$ cat src/rtl/stream_mux_n.sv
`default_nettype none
// ============================================================================
// Module      : stream_mux_n
// Description : N-channel valid/ready stream mux with a registered select and
//               one output register stage (1-cycle latency, full throughput).
//               Optional beat counter enabled by STREAM_MUX_XFER_CNT_EN.
// Revision    : 1.0 - initial release
// ============================================================================
module stream_mux_n #(
    parameter int WIDTH = 8,
    parameter int N     = 4,
    localparam int SEL_W = $clog2(N)
) (
    input  logic               clk,
    input  logic               rst,
    input  logic [SEL_W-1:0]   sel,
    input  logic               sel_load,
    input  logic [N*WIDTH-1:0] in_data,
    input  logic [N-1:0]       in_valid,
    output logic [N-1:0]       in_ready,
    output logic [WIDTH-1:0]   out_data,
    output logic               out_valid,
    input  logic               out_ready,
    output logic [SEL_W-1:0]   cur_sel,
    output logic               sel_err
`ifdef STREAM_MUX_XFER_CNT_EN
    ,
    output logic [15:0]        xfer_cnt
`endif
);

    localparam logic [SEL_W:0] c_NUM_CH = (SEL_W+1)'(N);

    logic [WIDTH-1:0] w_ch_data [N];
    logic             w_slot_free;
    logic             w_accept;
    logic             w_sel_ok;

    logic [SEL_W-1:0] sel_q,   sel_d;
    logic             err_q,   err_d;
    logic [WIDTH-1:0] data_q,  data_d;
    logic             valid_q, valid_d;

    genvar k;
    generate
        for (k = 0; k < N; k++) begin : g_unpack
            assign w_ch_data[k] = in_data[k*WIDTH +: WIDTH];
        end
    endgenerate

    // The output slot can take a beat when empty or being drained this cycle.
    assign w_slot_free = ~valid_q | out_ready;
    assign w_accept    = in_valid[sel_q] & w_slot_free;
    assign w_sel_ok    = {1'b0, sel} < c_NUM_CH;
    assign in_ready    = {{(N-1){1'b0}}, w_slot_free} << sel_q;

    always_comb begin
        sel_d   = sel_q;
        err_d   = err_q;
        data_d  = data_q;
        valid_d = valid_q;
        if (w_accept) begin
            data_d  = w_ch_data[sel_q];
            valid_d = 1'b1;
        end else if (out_ready) begin
            valid_d = 1'b0;
        end
        // Acceptance above already used the old select; the new one takes effect next cycle.
        if (sel_load) begin
            if (w_sel_ok) begin
                sel_d = sel;
            end else begin
                err_d = 1'b1;
            end
        end
    end

    always_ff @(posedge clk) begin
        if (rst) begin
            sel_q   <= '0;
            err_q   <= 1'b0;
            data_q  <= '0;
            valid_q <= 1'b0;
        end else begin
            sel_q   <= sel_d;
            err_q   <= err_d;
            data_q  <= data_d;
            valid_q <= valid_d;
        end
    end

    assign out_data  = data_q;
    assign out_valid = valid_q;
    assign cur_sel   = sel_q;
    assign sel_err   = err_q;

`ifdef STREAM_MUX_XFER_CNT_EN
    logic [15:0] cnt_q, cnt_d;

    assign cnt_d = cnt_q + 16'(w_accept);

    always_ff @(posedge clk) begin
        if (rst) begin
            cnt_q <= '0;
        end else begin
            cnt_q <= cnt_d;
        end
    end

    assign xfer_cnt = cnt_q;
`endif

endmodule
`default_nettype wire

$ cat config.mk
export PLATFORM = sky130hd
export DESIGN_NAME = stream_mux_n
export DESIGN_NICKNAME = d
export VERILOG_FILES = /design/src/rtl/stream_mux_n.sv
export SDC_FILE = /design/constraint.sdc
export NUM_CORES = 1
export LEC_CHECK = 0
export ABC_CLOCK_PERIOD_IN_PS = 1800
export BUFFER_PORTS_ARGS = -buffer_cell sky130_fd_sc_hd__buf_2
export CORE_ASPECT_RATIO = 0.7
export CORE_MARGIN = 3
export CORE_UTILIZATION = 35
export CTS_CLUSTER_SIZE = 12
export DETAILED_ROUTE_END_ITERATION = 8
export PLACE_DENSITY = 0.82
export SETUP_SLACK_MARGIN = 0.1
export SYNTH_ARGS = -nofsm -noshare
export SYNTH_HDL_FRONTEND = slang
export SYNTH_SLANG_ARGS = --single-unit
export TNS_END_PERCENT = 20
$ cat constraint.sdc
create_clock -name clk -period 1.8 [get_ports clk]
set_input_delay 0.36 -clock clk [delete_from_list [all_inputs] [get_ports clk]]
set_output_delay 0.36 -clock clk [all_outputs]
set_load 0.05 [all_outputs]
# Yosys cells after proc, flatten, opt, wreduce, memory -nomap -nowiden
# Cells that the tools add are included.
# totals
ff_bits	11
# op_classes
magnitude_cmp	2
shift	1
n_mux	7
bitwise	4
n_reduce_logical	1
# op_table
cell	count
8-bit binary-select mux with 2-bit select	1
8-bit two-way mux	2
1-bit by 2-bit << shifter with 4-bit output	1
3-bit greater-or-equal comparator (second input constant)	1
2-bit by 3-bit < comparator with 1-bit output (second input constant)	1
1-bit two-way mux	3
2-bit inverter with 3-bit output	1
1-bit binary-select mux with 2-bit select	1
2-bit nonzero test	1
1-bit bitwise AND	1
1-bit inverter	1
1-bit bitwise OR	1

# Longest topological paths before layout
# Gate-level depths: netlist (run 1).
# logic_depth
ltp_word	4
depth_mapped	6
depth_no_buf	4

# Least setup slack after synthesis (run 1)
# No wires, ideal clock.
# synth_path
path_type	register to output
from	reg sel_q[1], in the netlist cur_sel[1]
to	out in_ready[2]
t_arrival_ns	2.179
required_ns	1.440
slack_ns	-0.739
path_stages_with_launch	4
path_buffers	2
cell_sequence	dfxtp_1 > buf_6 > buf_2 > nor3b_1
# synth_between
elab_chain_len	1
# synth_rtl
item	line_no	rtl
from (decl)	39	logic [SEL_W-1:0] sel_q, sel_d;
from (signal assigned)	85	sel_q <= sel_d;
1-bit by 2-bit << shifter with 4-bit output	55	assign in_ready = {{(N-1){1'b0}}, w_slot_free} << sel_q;
to (decl)	20	output logic [N-1:0] in_ready,
# No other way between the ends.

# Worst setup path after layout (run 1)
# layout_path
from	reg sel_q[0], in the netlist cur_sel[0]
to	out in_ready[3]
# The elaborated chain is that of the path after synthesis.

==> qor.txt, run 1 <==
Run status: finished clean
Worst Path Max Fanout: 15
# hold bufs at CTS: 0
Via/cell ratio: 5.032
Slowest cell on crit path: dfxtp_2
Hold Path Depth: 3
Initial antenna violation count: 0
VDD IR-drop max: 0.3114 mV
Syn avg cell area: 10.99 µm²
Slew Limit Fails: 0
IO Pins: 58
Critical path cell sequence: buf_12 > and3_1 > buf_2
Final hold violations: 0
Clk buf depth: 2
Worst Reg-to-Reg Cells: 4
DR WL/cell: 14.88 µm
Tmin final: 1.656 ns
Skew final: 0.002546 ns
CTS H-tree lvls: 1
Fmax: 603.8 MHz
Share of the cycle needed by the critical path after routing: 92.01%
Area of the core: 1968 µm²
Setup Crit Path Kind: reg -> out
Async SR Flop Fraction: 0%
Largest net degree at the start of global routing: 17
Slowest stage delay, CP: 0.42 ns
CTS Sinks: 11
Clock Latency Late Sink: 0.28 ns
Critical path launch point type: register
Cell count after synthesis: 70
Metal-1 WL: 953 µm
Setup Viol. Count Final: 0
Resized Gates After CTS: 3
GP Congestion: 0.7852
Die Width: 62.04 µm
Drt drc: 0
Pwr dens: 689.8 nW/µm²
CTS tree: done
Synth Flop Type: dfxtp_1
Routed length on met2: 1.055 mm
Overflow after GRT: 0
Leak Pwr: 0.5208 nW
First-pass GRT wire length: 3.305 mm
Post-synthesis sequential area ratio: 28.62%
Die height: 45.23 µm
Antenna Cells: 0
Nets: 167
Initial Util: 39.10%
Setup ws final: 0.1439 ns
Commonest cells after routing, fill and taps aside: buf_2 (55), a21oi_1 (9), dfxtp_1 (9)
First-pass DRT Iterations: 4
Count of standard-cell rows: 13
Num CTS Buffers: 3
Final WL: 2.292 mm
CP Capture Type: primary output
Layout area overhead: 43.25%
RSZ-0062 raised after global routing: true
Routed Antenna Nets: 0
Clock-pin slew on the worst setup and hold paths: 0.08 ns
Post-DP HPWL: 1.803 mm
Tightest Hold Check Type: in -> reg
Port Buffers: 56
Overall fraction of global-route tracks in use: 17.61%
Number of synthesized flops with an enable pin: 0
Synth unique cells: 27
WL met3: 207 µm
Post-CTS Setup Bufs: 0
Share of cells above drive strength 1: 58.06%
Via count: 775
Max_cap viols: 0
Register bit count reported by yosys: 11
Mapped Nets: 112
Vias in the first global route: 750
Initial DRC Count: 22
Top sig layer: met4
Worst EP arrival: 1.30 ns
Synth Cell Area: 769.5 µm²
CTS root buf: clkbuf_4
Commonest non-fill, non-tap cell in the layout: buf_2
Critical Path RT: 1.44 ns
YS warnings: 0
Final design utilization: 56.01%
Die ar.: 2806 µm²
Dpl ws: 0.1991 ns
-- synthesized netlist by cell type (3+ instances only) --
cell type	instances	area, µm²
nand3_1	8	40.04
nor2_1	3	11.26
o21ai_0	7	35.03
a21oi_1	9	45.04
dfxtp_1	11	220.2
mux4_1	7	183.9
mux2i_1	3	30.03
buf_6	3	33.78
-- registers in the layout, indices dropped and copies added, names as in the netlist --
name	flops
out_data	8
out_valid	1
cur_sel	2
-- metrics by stage --
step / setup TNS [ns] / hold WS (ns) / cell area, µm² / power, mW / cells
6_report: 0 / 0.3192 / 1102 / 0.7604 / 154
5_1_grt: 0 / 0.3479 / 1102 / 0.7990 / 154
4_1_cts: 0 / 0.3219 / 1101 / 0.7633 / 154
3_5_place_dp: 0 / 0.4615 / 1069 / 0.5842 / 150
3_3_place_gp: 0 / 0.4601 / 1069 / 0.5751 / 150
2_1_floorplan: -0.02881 / 0.4291 / 795.8 / 0.5048 / 70
-- cell families after synthesis --
kind of cell           after synthesis  share of synthesized area (%)
buffers and inverters                7                          8.454
AO/OA/AOI/OAI                       17                          11.06
AND/OR/NAND/NOR                     21                          17.40
flip-flops                          11                          28.62
other                                1                         0.4873
multiplexers                        13                          33.98
-- cell type report --
class	count	area, µm²
Clock buffer	4	26.28
Fill cell	189	865.8
Multi-Input combinational cell	52	510.5
Sequential cell	11	225.2
Tap cell	30	37.54
Timing Repair Buffer	57	302.8
-- metal layers --
metal | vias to the layer above | track usage, %
met5 | - | 0
met4 | 0 | 11.86
met3 | 8 | 5.714
met2 | 44 | 27.48
met1 | 346 | 20.42
li1 | 377 | -
-- path summary, 6_finish.rpt --
kind	start	endpoint	slack (ns)
setup reg to reg	cur_sel[1]$_SDFFE_PP0P_	out_data[3]$_SDFFE_PP0P_	0.25
hold / removal	sel[0]	cur_sel[0]$_SDFFE_PP0P_	0.32
hold reg to reg	out_data[1]$_SDFFE_PP0P_	out_data[1]$_SDFFE_PP0P_	0.47
setup / recovery	cur_sel[0]$_SDFFE_PP0P_	in_ready[3]	0.14
-- where the power goes --
part / switching, mW / total (mW) / leakage, nW / internal [mW]
clock: 0.0947 / 0.181 / 0.0150 / 0.0861
combinational: 0.179 / 0.294 / 0.414 / 0.115
sequential: 0.0211 / 0.286 / 0.0917 / 0.265
total: 0.295 / 0.760 / 0.521 / 0.465
-- critical path, delay by kind of cell (launching register included) --
kind	cells	cell delay [ns]
buffers and inverters	2	0.44
and+or+nand+nor	1	0.16
DFF	1	0.42
Power figures use the tool's default switching activity.
==> inputs of run 2 (changes only) <==
--- a/config.mk
+++ b/config.mk
@@ -9,11 +9,11 @@
 export BUFFER_PORTS_ARGS = -buffer_cell sky130_fd_sc_hd__buf_2
 export CORE_ASPECT_RATIO = 0.7
 export CORE_MARGIN = 3
-export CORE_UTILIZATION = 35
+export CORE_UTILIZATION = 39
 export CTS_CLUSTER_SIZE = 12
 export DETAILED_ROUTE_END_ITERATION = 8
-export PLACE_DENSITY = 0.82
-export SETUP_SLACK_MARGIN = 0.1
+export PLACE_DENSITY = 0.88
+export SETUP_SLACK_MARGIN = 0.5
 export SYNTH_ARGS = -nofsm -noshare
 export SYNTH_HDL_FRONTEND = slang
 export SYNTH_SLANG_ARGS = --single-unit
==> run 2 against run 1 <==
  * Power increased by 0.63%
  * Sequential share of layout area decreased by 0.60 points
  * Fmax increased by 6.9%
  * Critical path type unchanged
  * Global-route usage increased by 2.1 points
  * Final area increased by 5.9%
  * Sequential power decreased by 2%
  * Count of clock-buffer cells in the layout unchanged
  * Worst hold slack improved by 0.014 ns
  * Critical path depth unchanged
  * Critical endpoint is now in_ready[2]
  * Clock skew increased by 0.0039 ns
  * Via count increased by 7.9%
==> qor.txt, run 2 (synthesized netlist as in run 1, its figures left out) <==
CTS root buf: clkbuf_4
Initial Util: 44.96%
Area of the core: 1712 µm²
Max reg flops: 8
CTS tree: done
CP Capture Type: primary output
Dpl cells: 140
Leak Pwr: 0.5620 nW
Share of cells above drive strength 1: 62.12%
Final hold violations: 0
Port Buffers: 56
Die height: 43.17 µm
Nets: 175
Post-DP HPWL: 1.690 mm
Critical path launch point type: register
Largest net degree at the start of global routing: 12
RSZ-0062 raised after global routing: true
Via/cell ratio: 5.464
Tmin final: 1.550 ns
VDD IR-drop max: 0.5253 mV
GP Congestion: 0.7253
Overall fraction of global-route tracks in use: 19.70%
Layout area overhead: 51.71%
Skew final: 0.006458 ns
Clock-pin slew on the worst setup and hold paths: 0.07 ns
Antenna Cells: 0
Hold Path Depth: 3
First-pass DRT Iterations: 4
Layout Cells excl Fill: 153
Critical Path RT: 1.44 ns
Worst Reg-to-Reg Cells: 5
Pwr dens: 655.5 nW/µm²
CTS H-tree lvls: 1
Overflow after GRT: 0
Vias in the first global route: 876
First-pass GRT wire length: 3.739 mm
Dpl ws: 0.2367 ns
Commonest cells after routing, fill and taps aside: buf_2 (52), buf_4 (11), a21oi_1 (9)
Setup Crit Path Kind: reg -> out
Worst Path Max Fanout: 4
Post-route cell area: 1167 µm²
Routed Antenna Nets: 0
Initial antenna violation count: 0
Clk buf depth: 2
Die Width: 59.09 µm
Placed Area: 1055 µm²
Count of standard-cell rows: 12
Clock Latency Late Sink: 0.27 ns
Critical path cell sequence: and2b_4 > nor3b_4 > buf_6
Commonest non-fill, non-tap cell in the layout: buf_2
IO Pins: 58
Setup TNS: 0 ns
Slew Limit Fails: 0
Worst EP arrival: 1.19 ns
Setup ws final: 0.2504 ns
Initial DRC Count: 23
Slowest cell on crit path: dfxtp_4
Max_cap viols: 0
Num CTS Buffers: 3
Setup Viol. Count Final: 0
Drt drc: 0
CTS Sinks: 11
Share of the cycle needed by the critical path after routing: 86.09%
Final WL: 2.207 mm
Tightest Hold Check Type: in -> reg
Fmax: 645.3 MHz
Via count: 836
Run status: finished clean
Die ar.: 2551 µm²
DR WL/cell: 14.42 µm
Slowest stage delay, CP: 0.35 ns
run 2: cell count changes in the layout (fill, tap and decap cells not counted), sizes merged:
cell	delta
buf	+8
run 2: layout make-up:
class                           count  area (µm²)
Clock buffer                        4       26.28
Fill cell                         124       544.3
Multi-Input combinational cell     52       518.0
Sequential cell                    11       231.5
Tap cell                           21       26.28
Timing Repair Buffer               65       365.4
run 2: repair_timing:
action	in CTS	in global routing
hold buffers	0	0
pin swaps	1	0
resized for setup	7	0
endpoints found under the setup margin	14	16
hold endpoints to repair	0	0
buffers inserted	9	0
run 2: through the flow:
step                      util [%]  power [mW]  hold WS, ns
after floorplan                  -      0.5089       0.4291
after global placement       61.62      0.5687       0.4495
after detailed placement     61.62      0.5756       0.4606
after CTS                    68.20      0.7650       0.3402
after global routing         68.20      0.8141       0.3559
final                        68.20      0.7652       0.3332
run 2: final timing paths:
check | from | end | slack, ns
setup / recovery | out_valid$_SDFFE_PP0P_ | in_ready[2] | 0.25
hold / removal | sel[0] | cur_sel[0]$_SDFFE_PP0P_ | 0.33
setup reg to reg | out_valid$_SDFFE_PP0P_ | out_data[2]$_SDFFE_PP0P_ | 0.30
hold reg to reg | out_data[1]$_SDFFE_PP0P_ | out_data[1]$_SDFFE_PP0P_ | 0.46
run 2: report_power, final:
part / total [mW] / switching, mW / internal, mW
logic: 0.316 / 0.186 / 0.129
clock network: 0.170 / 0.0839 / 0.0860
registers: 0.280 / 0.0157 / 0.264
total: 0.765 / 0.286 / 0.479
run 2: routing by layer:
layer	track usage, %	part of all wire (%)
met5	0	0
met1	21.36	38
met2	34.80	48
met4	4.977	3.0
met3	8.511	10
run 2: critical path: cells and delay by family (launching register included):
| family | cells | cell delay (ns) |
|---|---|---|
| and+or+nand+nor | 2 | 0.38 |
| buffers and inverters | 1 | 0.18 |
| DFF | 1 | 0.35 |
